File: src/rtl/pwm_comp_dt_gen_if.sv
// Settings, handshake and gate-drive bundle for one complementary PWM leg.
// master drives settings/fault requests, slave is the generator.
interface pwm_comp_dt_gen_if #(
  parameter int CNT_W = 10,
  parameter int DT_W  = 9
);
  logic [CNT_W-1:0] period;
  logic [CNT_W-1:0] duty;
  logic [DT_W-1:0]  dead_time;
  logic             center_mode;
  logic             load;
  logic             load_ack;
  logic             cycle_start;
  logic [CNT_W-1:0] counter;
  logic             fault;
  logic             fault_clr;
  logic             fault_latched;
  logic             pwm_hi;
  logic             pwm_lo;

  modport master (
    output period, duty, dead_time, center_mode, load, fault, fault_clr,
    input  load_ack, cycle_start, counter, fault_latched, pwm_hi, pwm_lo
  );

  modport slave (
    input  period, duty, dead_time, center_mode, load, fault, fault_clr,
    output load_ack, cycle_start, counter, fault_latched, pwm_hi, pwm_lo
  );
endinterface

File: src/rtl/pwm_comp_dt_gen.sv
// Complementary PWM generator with shadowed period/duty/dead-time settings,
// edge- or center-aligned counting, dead-time insertion and a fault latch.
module pwm_comp_dt_gen #(
  parameter int CNT_W = 10,
  parameter int DT_W  = 9
) (
  input logic             clock_in,
  input logic             reset,
  pwm_comp_dt_gen_if.slave bus
);

  typedef struct packed {
    logic             center;
    logic [DT_W-1:0]  dt;
    logic [CNT_W-1:0] duty;
    logic [CNT_W-1:0] period;
  } cfg_t;

  localparam cfg_t CFG_RST = cfg_t'{1'b0, {DT_W{1'b0}}, {CNT_W{1'b0}}, {CNT_W{1'b1}}};
  localparam logic [CNT_W-1:0] CNT_ONE = CNT_W'(1);
  localparam logic [0:0] DIR_UP = 1'b0;
  localparam logic [0:0] DIR_DN = 1'b1;

  cfg_t             act_q, act_d;
  cfg_t             shd_q, shd_d;
  logic             pend_q, pend_d;
  logic [CNT_W-1:0] cnt_q, cnt_d;
  logic [0:0]       dir_q, dir_d;
  logic             term;
  logic             ack_q, cs_q;

  logic             ref_now, ref_q, chg, restart;
  logic [DT_W-1:0]  dt_q, dt_d;
  logic             hi_q, hi_d, lo_q, lo_d;
  logic             lat_q, lat_d;

  // Counter next state; term marks the cycle whose successor is counter 0.
  always_comb begin
    cnt_d = cnt_q;
    dir_d = dir_q;
    term  = 1'b0;
    if (!act_q.center) begin
      if (cnt_q >= act_q.period) term = 1'b1;
      else                       cnt_d = cnt_q + CNT_ONE;
    end else if (dir_q == DIR_UP) begin
      if (cnt_q >= act_q.period) begin
        // P of 0 or 1 has no down-slope left before wrapping to 0
        if (act_q.period <= CNT_ONE) term = 1'b1;
        else begin
          cnt_d = act_q.period - CNT_ONE;
          dir_d = DIR_DN;
        end
      end else begin
        cnt_d = cnt_q + CNT_ONE;
      end
    end else begin
      if (cnt_q <= CNT_ONE) term = 1'b1;
      else                  cnt_d = cnt_q - CNT_ONE;
    end
    if (term) begin
      cnt_d = '0;
      dir_d = DIR_UP;
    end
  end

  // Shadow capture on load; shadow moves to active only at a period boundary.
  // A load in the terminal cycle refills the shadow and keeps pending set.
  always_comb begin
    act_d  = act_q;
    shd_d  = shd_q;
    pend_d = pend_q;
    if (term && pend_q) begin
      act_d  = shd_q;
      pend_d = 1'b0;
    end
    if (bus.load) begin
      shd_d  = '{center: bus.center_mode, dt: bus.dead_time,
                 duty: bus.duty, period: bus.period};
      pend_d = 1'b1;
    end
  end

  // Counter, settings and boundary pulses.
  always_ff @(posedge clock_in or posedge reset) begin
    if (reset) begin
      cnt_q  <= '0;
      dir_q  <= DIR_UP;
      act_q  <= CFG_RST;
      shd_q  <= CFG_RST;
      pend_q <= 1'b0;
      ack_q  <= 1'b0;
      cs_q   <= 1'b0;
    end else begin
      cnt_q  <= cnt_d;
      dir_q  <= dir_d;
      act_q  <= act_d;
      shd_q  <= shd_d;
      pend_q <= pend_d;
      ack_q  <= term & pend_q;
      cs_q   <= term;
    end
  end

  assign ref_now = (cnt_q < act_q.duty);
  assign chg     = ref_now ^ ref_q;
  // clearing the fault latch behaves like a fresh edge: full dead time first
  assign restart = chg | (lat_q & bus.fault_clr);

  // Gate drive next state: fault blanking, then dead-time blanking, else follow ref.
  always_comb begin
    lat_d = bus.fault | (lat_q & ~bus.fault_clr);
    hi_d  = 1'b0;
    lo_d  = 1'b0;
    dt_d  = '0;
    if (bus.fault || (lat_q && !bus.fault_clr)) begin
      dt_d = '0;
    end else if (restart) begin
      if (act_q.dt == '0) begin
        hi_d = ref_now;
        lo_d = ~ref_now;
      end else begin
        // the blanked cycle already being issued counts as the first of DT
        dt_d = act_q.dt - 1'b1;
      end
    end else if (dt_q != '0) begin
      dt_d = dt_q - 1'b1;
    end else begin
      hi_d = ref_now;
      lo_d = ~ref_now;
    end
  end

  // Registered gate outputs, dead timer and fault latch.
  always_ff @(posedge clock_in or posedge reset) begin
    if (reset) begin
      hi_q  <= 1'b0;
      lo_q  <= 1'b0;
      dt_q  <= '0;
      ref_q <= 1'b0;
      lat_q <= 1'b0;
    end else begin
      hi_q  <= hi_d;
      lo_q  <= lo_d;
      dt_q  <= dt_d;
      ref_q <= ref_now;
      lat_q <= lat_d;
    end
  end

  assign bus.counter       = cnt_q;
  assign bus.load_ack      = ack_q;
  assign bus.cycle_start   = cs_q;
  assign bus.fault_latched = lat_q;
  assign bus.pwm_hi        = hi_q;
  assign bus.pwm_lo        = lo_q;

endmodule

File: src/flat_wrapper.sv
// flat-port wrapper written by rule: the top's interface ports become plain ports
module pwm_comp_dt_gen_flat 
#(
  parameter int CNT_W = 10,
  parameter int DT_W  = 9
)
  (clock_in, reset, bus_period, bus_duty, bus_dead_time, bus_center_mode, bus_load, bus_fault, bus_fault_clr, bus_load_ack, bus_cycle_start, bus_counter, bus_fault_latched, bus_pwm_hi, bus_pwm_lo);
  pwm_comp_dt_gen_if #(.CNT_W(CNT_W), .DT_W(DT_W)) bus_i ();
  input logic clock_in;
  input logic reset;
  input wire logic [$bits(bus_i.period)-1:0] bus_period;
  input wire logic [$bits(bus_i.duty)-1:0] bus_duty;
  input wire logic [$bits(bus_i.dead_time)-1:0] bus_dead_time;
  input wire logic [$bits(bus_i.center_mode)-1:0] bus_center_mode;
  input wire logic [$bits(bus_i.load)-1:0] bus_load;
  input wire logic [$bits(bus_i.fault)-1:0] bus_fault;
  input wire logic [$bits(bus_i.fault_clr)-1:0] bus_fault_clr;
  output wire logic [$bits(bus_i.load_ack)-1:0] bus_load_ack;
  output wire logic [$bits(bus_i.cycle_start)-1:0] bus_cycle_start;
  output wire logic [$bits(bus_i.counter)-1:0] bus_counter;
  output wire logic [$bits(bus_i.fault_latched)-1:0] bus_fault_latched;
  output wire logic [$bits(bus_i.pwm_hi)-1:0] bus_pwm_hi;
  output wire logic [$bits(bus_i.pwm_lo)-1:0] bus_pwm_lo;
  assign bus_i.period = bus_period;
  assign bus_i.duty = bus_duty;
  assign bus_i.dead_time = bus_dead_time;
  assign bus_i.center_mode = bus_center_mode;
  assign bus_i.load = bus_load;
  assign bus_i.fault = bus_fault;
  assign bus_i.fault_clr = bus_fault_clr;
  assign bus_load_ack = bus_i.load_ack;
  assign bus_cycle_start = bus_i.cycle_start;
  assign bus_counter = bus_i.counter;
  assign bus_fault_latched = bus_i.fault_latched;
  assign bus_pwm_hi = bus_i.pwm_hi;
  assign bus_pwm_lo = bus_i.pwm_lo;
  pwm_comp_dt_gen #(.CNT_W(CNT_W), .DT_W(DT_W)) u_core (.clock_in(clock_in), .reset(reset), .bus(bus_i));
endmodule
File: config.mk
export PLATFORM = sky130hd
export DESIGN_NAME = pwm_comp_dt_gen_flat
export DESIGN_NICKNAME = d
export VERILOG_FILES = /design/src/rtl/pwm_comp_dt_gen_if.sv /design/src/rtl/pwm_comp_dt_gen.sv /design/src/flat_wrapper.sv
export SDC_FILE = /design/constraint.sdc
export NUM_CORES = 1
export LEC_CHECK = 0
export BUFFER_PORTS_ARGS = -buffer_cell sky130_fd_sc_hd__buf_2
export CAP_MARGIN = 40
export CORE_MARGIN = 2
export CORE_UTILIZATION = 30
export CTS_CLUSTER_DIAMETER = 200
export DETAILED_ROUTE_END_ITERATION = 16
export PLACE_DENSITY = 0.48
export SYNTH_ARGS = -nofsm -noshare
export SYNTH_HDL_FRONTEND = slang
export SYNTH_SLANG_ARGS = --single-unit
File: constraint.sdc
create_clock -name clock_in -period 2.85 [get_ports clock_in]
set_clock_uncertainty 0.15 [all_clocks]
set_input_delay 0.1425 -clock clock_in [delete_from_list [all_inputs] [get_ports clock_in]]
set_output_delay 0.1425 -clock clock_in [all_outputs]
set_load 0.02 [all_outputs]
Yosys cells after proc, flatten, opt, wreduce, memory -nomap -nowiden --
Index checks and enable logic that the tools add are counted.
Storage, ports and cells: bits in registers 87, input port bits 35, output and inout bits 15, logic and storage cells 79
Cells by class: $add $sub $neg 5, order comparisons 4, equality and inequality tests 3, muxes and demuxes 32, bitwise operators 8, reduce and logical (&&, ||, !) cells 9
Operators with widths (number):
- 2-to-1 mux 10 bit | 7
- 2-to-1 mux 9 bit | 4
- 2-to-1 mux 1 bit | 21
- less-or-equal comparator 10 x 1 -> 1 bit (second input constant) | 2
- subtractor 10 x 1 -> 10 bit (second input constant) | 2
- subtractor 9 x 1 -> 9 bit (second input constant) | 2
- adder 10 x 1 -> 10 bit (second input constant) | 1
- greater-or-equal comparator 10 bit | 1
- < comparator 10 bit | 1
- logical NOT 9 bit | 1
- nonzero test 9 bit | 1
- inequality test 4 x 2 -> 1 bit (second input constant) | 1
- inequality test 4 bit (second input constant) | 1
- nonzero test 2 bit | 2
- AND 1 bit | 3
- inequality test 3 x 1 -> 1 bit (second input constant) | 1
- AND reduction 3 bit | 1
- logical AND 1 bit | 2
- NOT 1 bit | 2
- OR 1 bit | 2
- logical NOT 1 bit | 1
- logical OR 1 bit | 1
- XOR 1 bit | 1

Depth between registers and ports, before layout --
Gate-level depths: netlist (run 1).
word-level depth 8, depth in mapped cells 9, mapped depth without buffers 8

Least setup slack after synthesis (run 1) --
Ideal clock, no wire load.
path kind register -> register, start point register u_core.cnt_q[0] (netlist: u_core.bus.counter[0]), end point register u_core.act_q[10] (netlist bit), library setup time 0.125 ns, arrival time 2.491 ns, data required time 2.575 ns, setup slack 0.084 ns, cell stages (with the launch flop) 10, buffers on the path 1, period minus slack after synthesis 2.766 ns, cells stage by stage dfrtp_1 inv_2 ha_1 nand2b_1 a21oi_1 o31ai_1 o21ai_2 a21bo_4 buf_6 mux2_4
On the way: cells in the longest elaborated chain, start to end 5, elaborated cells on any way between the ends 8
Ends and longest elaborated chain:
- from (decl) | line pwm_comp_dt_gen.sv:27 | logic [CNT_W-1:0] cnt_q, cnt_d;
- from (signal assigned) | line pwm_comp_dt_gen.sv:94 | cnt_q <= cnt_d;
- greater-or-equal comparator 10 bit / less-or-equal comparator 10 x 1 -> 1 bit (equally long branches) | line pwm_comp_dt_gen.sv:43, pwm_comp_dt_gen.sv:46, pwm_comp_dt_gen.sv:57
- 2-to-1 mux 1 bit, on equally long branches | line pwm_comp_dt_gen.sv:46, pwm_comp_dt_gen.sv:57
- 2-to-1 mux 1 bit | line pwm_comp_dt_gen.sv:45 | end else if (dir_q == DIR_UP) begin
- 2-to-1 mux 1 bit (*) | line pwm_comp_dt_gen.sv:42 | if (!act_q.center) begin
- logical AND 1 bit (*) | line pwm_comp_dt_gen.sv:72 | if (term && pend_q) begin
- to (signal assigned) | line pwm_comp_dt_gen.sv:96 | act_q <= act_d;
- to (decl) | line pwm_comp_dt_gen.sv:24 | cfg_t act_q, act_d;
Mark *: on every way between the ends. The rest lies on a longest branch, timed or not. A chain may end at the register's enable or synchronous reset.

Final worst setup path (run 1) --
start point register u_core.act_q[7] (netlist bit), end point register u_core.act_q[15] (netlist bit)
On the way: cells in the longest elaborated chain, start to end 6, elaborated cells on any way between the ends 8
Ends and longest elaborated chain:
- less-or-equal comparator 10 x 1 -> 1 bit | line pwm_comp_dt_gen.sv:48 | if (act_q.period <= CNT_ONE) term = 1'b1;
- 2-to-1 mux 1 bit | line pwm_comp_dt_gen.sv:48
- 2-to-1 mux 1 bit | line pwm_comp_dt_gen.sv:46 | if (cnt_q >= act_q.period) begin
- 2-to-1 mux 1 bit | line pwm_comp_dt_gen.sv:45
- 2-to-1 mux 1 bit (*) | line pwm_comp_dt_gen.sv:42
- logical AND 1 bit (*) | line pwm_comp_dt_gen.sv:72
Marks and branches as above.

==> out/metrics.csv, run 1 <==
stage;metric;value;unit
timing;Fmax;371.3;MHz
placement;area post-placement;5528;um^2
clocking;root buffer cell;clkbuf_16;
global_routing;Remaining Overflow, GRT;0;
timing;worst hold slack;98.35;ps
synth;xor/xnor share of the synthesized area;4.652;%
timing;Fin. Hold Viols;0;
synth;Post-Synthesis Cells;438;
timing;final-report max-slew violation count;0;
finish;Nets;599;
synth;Post-Synthesis Cell Area;4895;um^2
worst_setup_path;Critical Path RT;2930;ps
floorplan;Die Footprint;17350;um^2
timing;Final Critical Period;2693;ps
finish;final instance area;6201;um^2
detailed_routing;Post-DRT Antenna Nets;0;
clocking;CTS max path bufs;2;
job;max-capacitance violation count;0;
clocking;Skew-Pair Late Insertion Delay;350;ps
global_routing;Tot GR Track Use;13.74;%
worst_setup_path;WP buf/inv;2;
finish;FILL cells;1590;
clocking;TritonCTS Buffers;9;
placement;HPWL Detailed;8.320;mm
outcome;status;completed;
global_routing;largest net degree at the start of global routing;52;
detailed_routing;DR iter-0 viols;129;
synth;flops & latches, synth;87;
worst_setup_path;CP Launch Point;u_core.act_q[7];
synth;post-synthesis sequential area ratio;44.99;%
floorplan;core area;15940;um^2
worst_setup_path;Worst Setup EP;u_core.act_q[15];
placement;routability cong.;0.8432;
synth;syn_nets;499;
placement;Post-Place Worst Slack;43.03;ps
finish;area grow syn2layout;26.69;%
clocking;CTS sink count;87;
worst_setup_path;worst reg-to-reg path cell count;9;
worst_setup_path;ordered cell list for the critical path;inv_1 -> ha_1 -> a211o_1 -> a21oi_1 -> o31ai_1 -> o21ai_2 -> a21bo_4 -> buf_6 -> mux2_4;
clocking;CTS tree;yes;
finish;share of layout cells above drive strength 1;34.62;%
worst_setup_path;Crit path depth;9;
synth;largest family of logic cells by synthesized area;multiplexers;
synth;mux cell area share after synthesis;18.48;%
finish;Core Util, Final;38.90;%
global_routing;initial antenna violation count;0;
worst_setup_path;R2R setup slack;160;ps
synth;Netlist cell types;56;
detailed_routing;routed vias;3616;
worst_setup_path;Data arrival, critical path;2770;ps
power;Leak;2.840;nW
synth;ys flop type;dfrtp_1;
timing;Setup-failing EPs final;0;
detailed_routing;drc violations;0;
synth;Synth Area in Adders;6.646;%
synth;synth warn;0;
floorplan;Ports;50;
synth;simple logic cell fraction of the synthesized area;10.89;%
worst_setup_path;critical path fanouts, max;16;
timing;final worst slack;156.8;ps
worst_setup_path;Reg-to-Reg End;u_core.act_q[15];
power;Pwr Density;1172;nW/um^2
synth;average size of a mapped cell;11.18;um^2
global_routing;number of global-route vias before repair;3667;
timing;post-route setup TNS;0;ps
detailed_routing;Via density;4.764;
power;peak supply drop;0.4232;mV
floorplan;Row Count;46;
worst_setup_path;critical path type;flop to flop;
finish;Antenna Cells;0;
timing;Slew headroom;50.86;%
detailed_routing;Pre-Repair DR Iteration Count;4;
worst_setup_path;CP top delay family;compound AO/OA/AOI/OAI gates;
floorplan;Chip Width;131.7;um
worst_setup_path;Largest stage delay, worst path;560;ps
floorplan;Starting Density;30.70;%
detailed_routing;drt total wl;11.41;mm
min_path;worst min-delay path class;primary input to flop;
clocking;Setup Buffers After CTS;0;
global_routing;global-route wire length before repair;19.07;mm
clocking;Clk pin slew, worst setup/hold paths;70;ps
placement;IO buf count;49;
worst_setup_path;Critical Path End Type;flop;
floorplan;Die H;131.7;um
clocking;htree depth;3;
timing;Slew @ Worst Pin;737.1;ps
worst_setup_path;Critical-path top delay cell;dfstp_2;
timing;Final Cycle Share;94.50;%
synth;Post-synth EDFFs;0;
detailed_routing;WL/cell;15.03;um
worst_setup_path;Reg-to-Reg Start;u_core.act_q[7];
worst_setup_path;crit path launch type;flop;
synth;Synth async-reset ratio;100.0;%
timing;RSZ-0062 raised after global routing;yes;
synth;post-synthesis compound-gate area fraction;9.995;%
## cell families (layout without fill, tap and decap cells)
| kind of cell | Yosys count | after routing |
|---|---|---|
| flops | 87 | 87 |
| fa+ha+maj | 26 | 26 |
| compound gates | 71 | 71 |
| xor+xnor | 26 | 26 |
| buf+inv | 50 | 155 |
| simple gates | 107 | 107 |
| mux | 71 | 71 |
## where the power goes
part           leakage (nW)  switching, W  internal, W  total [W]
clock                 0.166      0.000533     0.000807    0.00134
combinational          1.65       0.00191      0.00190    0.00380
sequential             1.02      0.000391      0.00173    0.00212
total                  2.84       0.00283      0.00444    0.00727
## sequential cells by signal, summed over array words and instances, names as in the netlist
signal,flops
u_core.dt_q,9
u_core.bus.fault_latched,1
u_core.act_q,30
u_core.bus.counter,10
u_core.bus.cycle_start,1
u_core.shd_q,30
u_core.pend_q,1
u_core.dir_q,1
u_core.bus.pwm_lo,1
u_core.bus.pwm_hi,1
u_core.bus.load_ack,1
u_core.ref_q,1
## cell usage after synthesis, drive strengths merged, types with 2 or more instances
master,instances,share of area (%)
o221ai,2,0.36
nand3,12,1.2
nor4,5,0.64
a31oi,6,0.77
or4,4,0.61
dfstp,20,11
nand2,16,1.2
a21oi,17,1.7
nand4,5,0.64
o2111ai,2,0.36
and2,3,0.38
xnor2,16,2.9
a22o,2,0.36
or2,4,0.51
o31ai,4,0.61
o21ai,13,1.5
nor3,10,1.0
dfrtp,67,34
xor2,10,1.8
mux2,68,18
or3,6,0.77
ha,26,6.6
inv,35,2.7
nor2,36,2.8
o211ai,3,0.46
clkbuf,5,0.38
a211oi,6,0.92
buf,10,1.3
mux2i,3,0.61
a221oi,4,0.72
## metal layers
metal	GRT usage [%]	vias up	part of all wire, %
met5	0	-	0
met4	5.133	0	1.7
met3	2.614	15	3.8
met2	21.06	73	44
met1	19.30	1749	50
li1	-	1779	-
## timing repair
item                                   4_1_cts  5_1_grt
hold buffers                                32        0
endpoints found under the hold margin       68        0
setup endpoints to repair                    0       20
gates resized for setup                      0        3
## final cells by class
cell class / count / area [um^2] / share of cell area, %
clock buffer: 10 / 239.0 / 3.854
tap: 216 / 270.3 / 4.358
multi-input combinational: 301 / 2492 / 40.19
clock inverter: 6 / 97.59 / 1.574
inverter: 35 / 132.6 / 2.139
timing repair buffer: 104 / 767.0 / 12.37
sequential: 87 / 2202 / 35.51
## worst register-to-register path: cells and delay by family, from the launching register on
family / cells / cell delay [ps]
buf+inv: 2 / 290
compound gates: 5 / 950
flops: 1 / 560
mux: 1 / 320
fa+ha+maj: 1 / 290
## placed cells by master (no fill, tap or decap), drive strengths merged, types with 3 or more instances in the layout
| master | count |
|---|---|
| dfrtp | 67 |
| buf | 72 |
| xnor2 | 16 |
| and2 | 3 |
| o211ai | 3 |
| or4 | 4 |
| mux2 | 68 |
| nor3 | 10 |
| xor2 | 10 |
| clkbuf | 10 |
| a211oi | 6 |
| or2 | 4 |
| dlygate4sd3 | 32 |
| a221oi | 4 |
| or3 | 6 |
| nor2 | 36 |
| a21oi | 17 |
| nand2 | 16 |
| nor4 | 5 |
| a31oi | 6 |
| inv | 37 |
| dfstp | 20 |
| mux2i | 3 |
| ha | 26 |
| o21ai | 13 |
| nand4 | 5 |
| nand3 | 12 |
| o31ai | 4 |
## stage by stage
step	total power, W	cells
2_1_floorplan	0.004839	438
3_5_place_dp	0.005886	711
4_1_cts	0.007293	759
3_3_place_gp	0.005826	711
6_report	0.007266	759
5_1_grt	0.007822	759
## worst min-delay path by stage
stage | from | endpoint | cells after the start
global route | bus_fault_clr | u_core.bus.fault_latched | 4
global placement | reset | u_core.shd_q[25] | 2
CTS | bus_fault_clr | u_core.bus.fault_latched | 4
floorplan | bus_duty[0] | u_core.shd_q[10] | 1
detailed placement | reset | u_core.shd_q[25] | 2
finish | bus_fault_clr | u_core.bus.fault_latched | 4
No activity file was read; power rests on OpenSTA's default activity.
==> run 2, diff against run 1 <==
Settings changed: PLACE_DENSITY 0.48 to 0.46.
Clock period 2.85 ns to 2.7 ns, I/O delays scaled along.
==> run 2 against run 1 <==
Against the previous run:
- sequential share of layout area is 1.0 points lower
- setup slack worse by 94 ps
- flip-flop and latch count stayed put
- highest routed layer unchanged
- routed wire length is 4.0% higher
- final area is 3.1% higher
- largest cell class unchanged
==> out/metrics.csv, run 2 (synthesis results as in run 1) <==
stage;metric;value;unit
outcome;status;completed;
placement;DP Cell Count;720;
placement;HPWL Detailed;8.670;mm
power;peak supply drop;0.5814;mV
global_routing;global-route wire length before repair;19.58;mm
timing;Slew headroom;48.76;%
finish;area grow syn2layout;30.62;%
floorplan;core area;15940;um^2
worst_setup_path;critical path type;flop to flop;
worst_setup_path;worst reg-to-reg path cell count;5;
worst_setup_path;critical path fanouts, max;7;
placement;area post-placement;5613;um^2
power;Seq pwr share;28.4;%
placement;IO buf count;49;
worst_setup_path;CP top delay family;simple AND/OR/NAND/NOR gates;
floorplan;Row Count;46;
power;Pwr Density;1241;nW/um^2
power;fraction of power consumed by combinational cells;55.6;%
detailed_routing;Pre-Repair DR Iteration Count;4;
finish;Antenna Cells;0;
worst_setup_path;Largest stage delay, worst path;590;ps
worst_setup_path;Critical Path RT;2780;ps
finish;Nets;615;
detailed_routing;WL/cell;15.31;um
min_path;worst min-delay path class;primary input to flop;
floorplan;Die H;131.7;um
power;sw frac;38.91;%
timing;RSZ-0062 raised after global routing;no;
global_routing;met2 usage;22.77;%
floorplan;Starting Density;30.70;%
min_path;WHS Path Cells;5;
detailed_routing;DR iter-0 viols;192;
clocking;Skew-Pair Late Insertion Delay;340;ps
timing;Final Cycle Share;97.66;%
clocking;CTS tree;yes;
placement;routability cong.;0.8080;
finish;final instance area;6394;um^2
power;Pint;0.004848;W
worst_setup_path;Critical Path End Type;flop;
finish;Layout Cells excl Fill;775;
timing;final-report max-slew violation count;0;
timing;Fmax;379.2;MHz
worst_setup_path;Data arrival, critical path;2710;ps
timing;Setup-failing EPs final;0;
worst_setup_path;WP buf/inv;1;
global_routing;largest net degree at the start of global routing;41;
power;Net Switching;0.003089;W
floorplan;Die Footprint;17350;um^2
job;max-capacitance violation count;0;
clocking;htree depth;3;
clocking;Clk pin slew, worst setup/hold paths;70;ps
timing;Final Critical Period;2637;ps
finish;commonest non-fill, non-tap cell in the layout;dfrtp_1;
clocking;CTS max path bufs;2;
detailed_routing;drt total wl;11.86;mm
timing;Slew @ Worst Pin;768.5;ps
power;Leak;2.924;nW
finish;share of layout cells above drive strength 1;38.82;%
global_routing;grt met1 use;19.17;%
finish;FILL cells;1572;
clocking;root buffer cell;clkbuf_16;
worst_setup_path;Critical-path top delay cell;or4b_4;
timing;post-route setup TNS;0;ps
global_routing;Tot GR Track Use;14.17;%
timing;Fin. Hold Viols;0;
clocking;CTS sink count;87;
detailed_routing;routed vias;3657;
global_routing;global routing's busiest layer;met2;
finish;most frequent cells in the layout;dfrtp_1 (64), buf_2 (49), mux2_2 (38);
worst_setup_path;crit path launch type;flop;
worst_setup_path;ordered cell list for the critical path;or4_4 -> or4b_4 -> a21bo_4 -> clkbuf_16 -> mux2_4;
worst_setup_path;Crit path depth;5;
clocking;TritonCTS Buffers;9;
floorplan;Ports;50;
global_routing;Remaining Overflow, GRT;0;
power;clock power share;15.9;%
detailed_routing;Via density;4.719;
floorplan;Chip Width;131.7;um
global_routing;met3 Use GR;2.691;%
global_routing;number of global-route vias before repair;3805;
detailed_routing;Post-DRT Antenna Nets;0;
detailed_routing;drc violations;0;
global_routing;initial antenna violation count;0;
-- run 2: cell types whose count changed in the layout (fill, tap and decap cells not counted), moves of 2 or more --
| cell | change |
|---|---|
| or4_1 | -2 |
| a211oi_1 | -2 |
| a211oi_2 | +2 |
| clkinv_2 | +2 |
| dfrtp_1 | -3 |
| clkbuf_16 | +2 |
| a21oi_2 | +2 |
| buf_4 | +13 |
| dfrtp_2 | +3 |
| or4_4 | +2 |
| a21oi_1 | -2 |
-- run 2: layout make-up --
| class | instances | area (um^2) | share of cell area (%) |
|---|---|---|---|
| Clock buffer | 11 | 242.7 | 3.796 |
| Sequential cell | 87 | 2206 | 34.50 |
| Inverter | 35 | 132.6 | 2.074 |
| Multi-Input combinational cell | 301 | 2551 | 39.90 |
| Timing Repair Buffer | 120 | 934.6 | 14.62 |
| Clock inverter | 5 | 56.30 | 0.8806 |
| Tap cell | 216 | 270.3 | 4.227 |
-- run 2: stage by stage --
stage | hold slack, ps | power [W] | utilization, % | setup slack, ps
final | 139.5 | 0.007937 | 40.10 | 63.14
after global routing | 176.2 | 0.008532 | 40.10 | 7.095
after CTS | 91.02 | 0.007735 | 39.21 | 30.19
after detailed placement | 77.42 | 0.006344 | 35.21 | -13.78
after global placement | 75.15 | 0.006295 | 35.21 | -29.03
after floorplan | 136.7 | 0.005120 | - | 89.62
-- run 2: routing by layer --
| metal | wire length [um] | share of wire [%] |
|---|---|---|
| met1 | 5853 | 49 |
| met2 | 5459 | 46 |
| met3 | 399 | 3.4 |
| met5 | 0 | 0 |
| met4 | 150 | 1.3 |
-- run 2: timing repair --
item | 4_1_cts | 5_1_grt
gates cloned | 0 | 2
setup buffers | 1 | 4
gates resized for setup | 2 | 15
hold endpoints to repair | 47 | 0
endpoints found under the setup margin | 26 | 41
pin swaps | 2 | 5
hold buffers | 32 | 0
-- run 2: power by group through the flow --
| stage | clock network (W) | registers, W | logic [W] |
|---|---|---|---|
| finish | 0.00127 | 0.00226 | 0.00441 |
| global route | 0.00136 | 0.00233 | 0.00485 |
| CTS | 0.00131 | 0.00226 | 0.00417 |
| detailed placement | 0 | 0.00228 | 0.00407 |
| global placement | 0 | 0.00226 | 0.00403 |
| floorplan | 0 | 0.00228 | 0.00284 |
-- run 2: worst register-to-register path, cell delays in order, from the launching register on --
cell,delay (ps)
dfrtp_2,450
or4_4,560
or4b_4,590
a21bo_4,300
clkbuf_16,190
mux2_4,290
-- run 2: worst paths after layout --
path / to / from / slack [ps]
max: u_core.act_q[13] / u_core.bus.counter[5] / 60
min: u_core.dt_q[8] / bus_fault_clr / 140
max reg2reg: u_core.act_q[13] / u_core.bus.counter[5] / 60
min reg2reg: u_core.act_q[15] / u_core.shd_q[15] / 350
max in group asynchronous: u_core.shd_q[9] / reset / 1460
min in group asynchronous: u_core.shd_q[11] / reset / 250
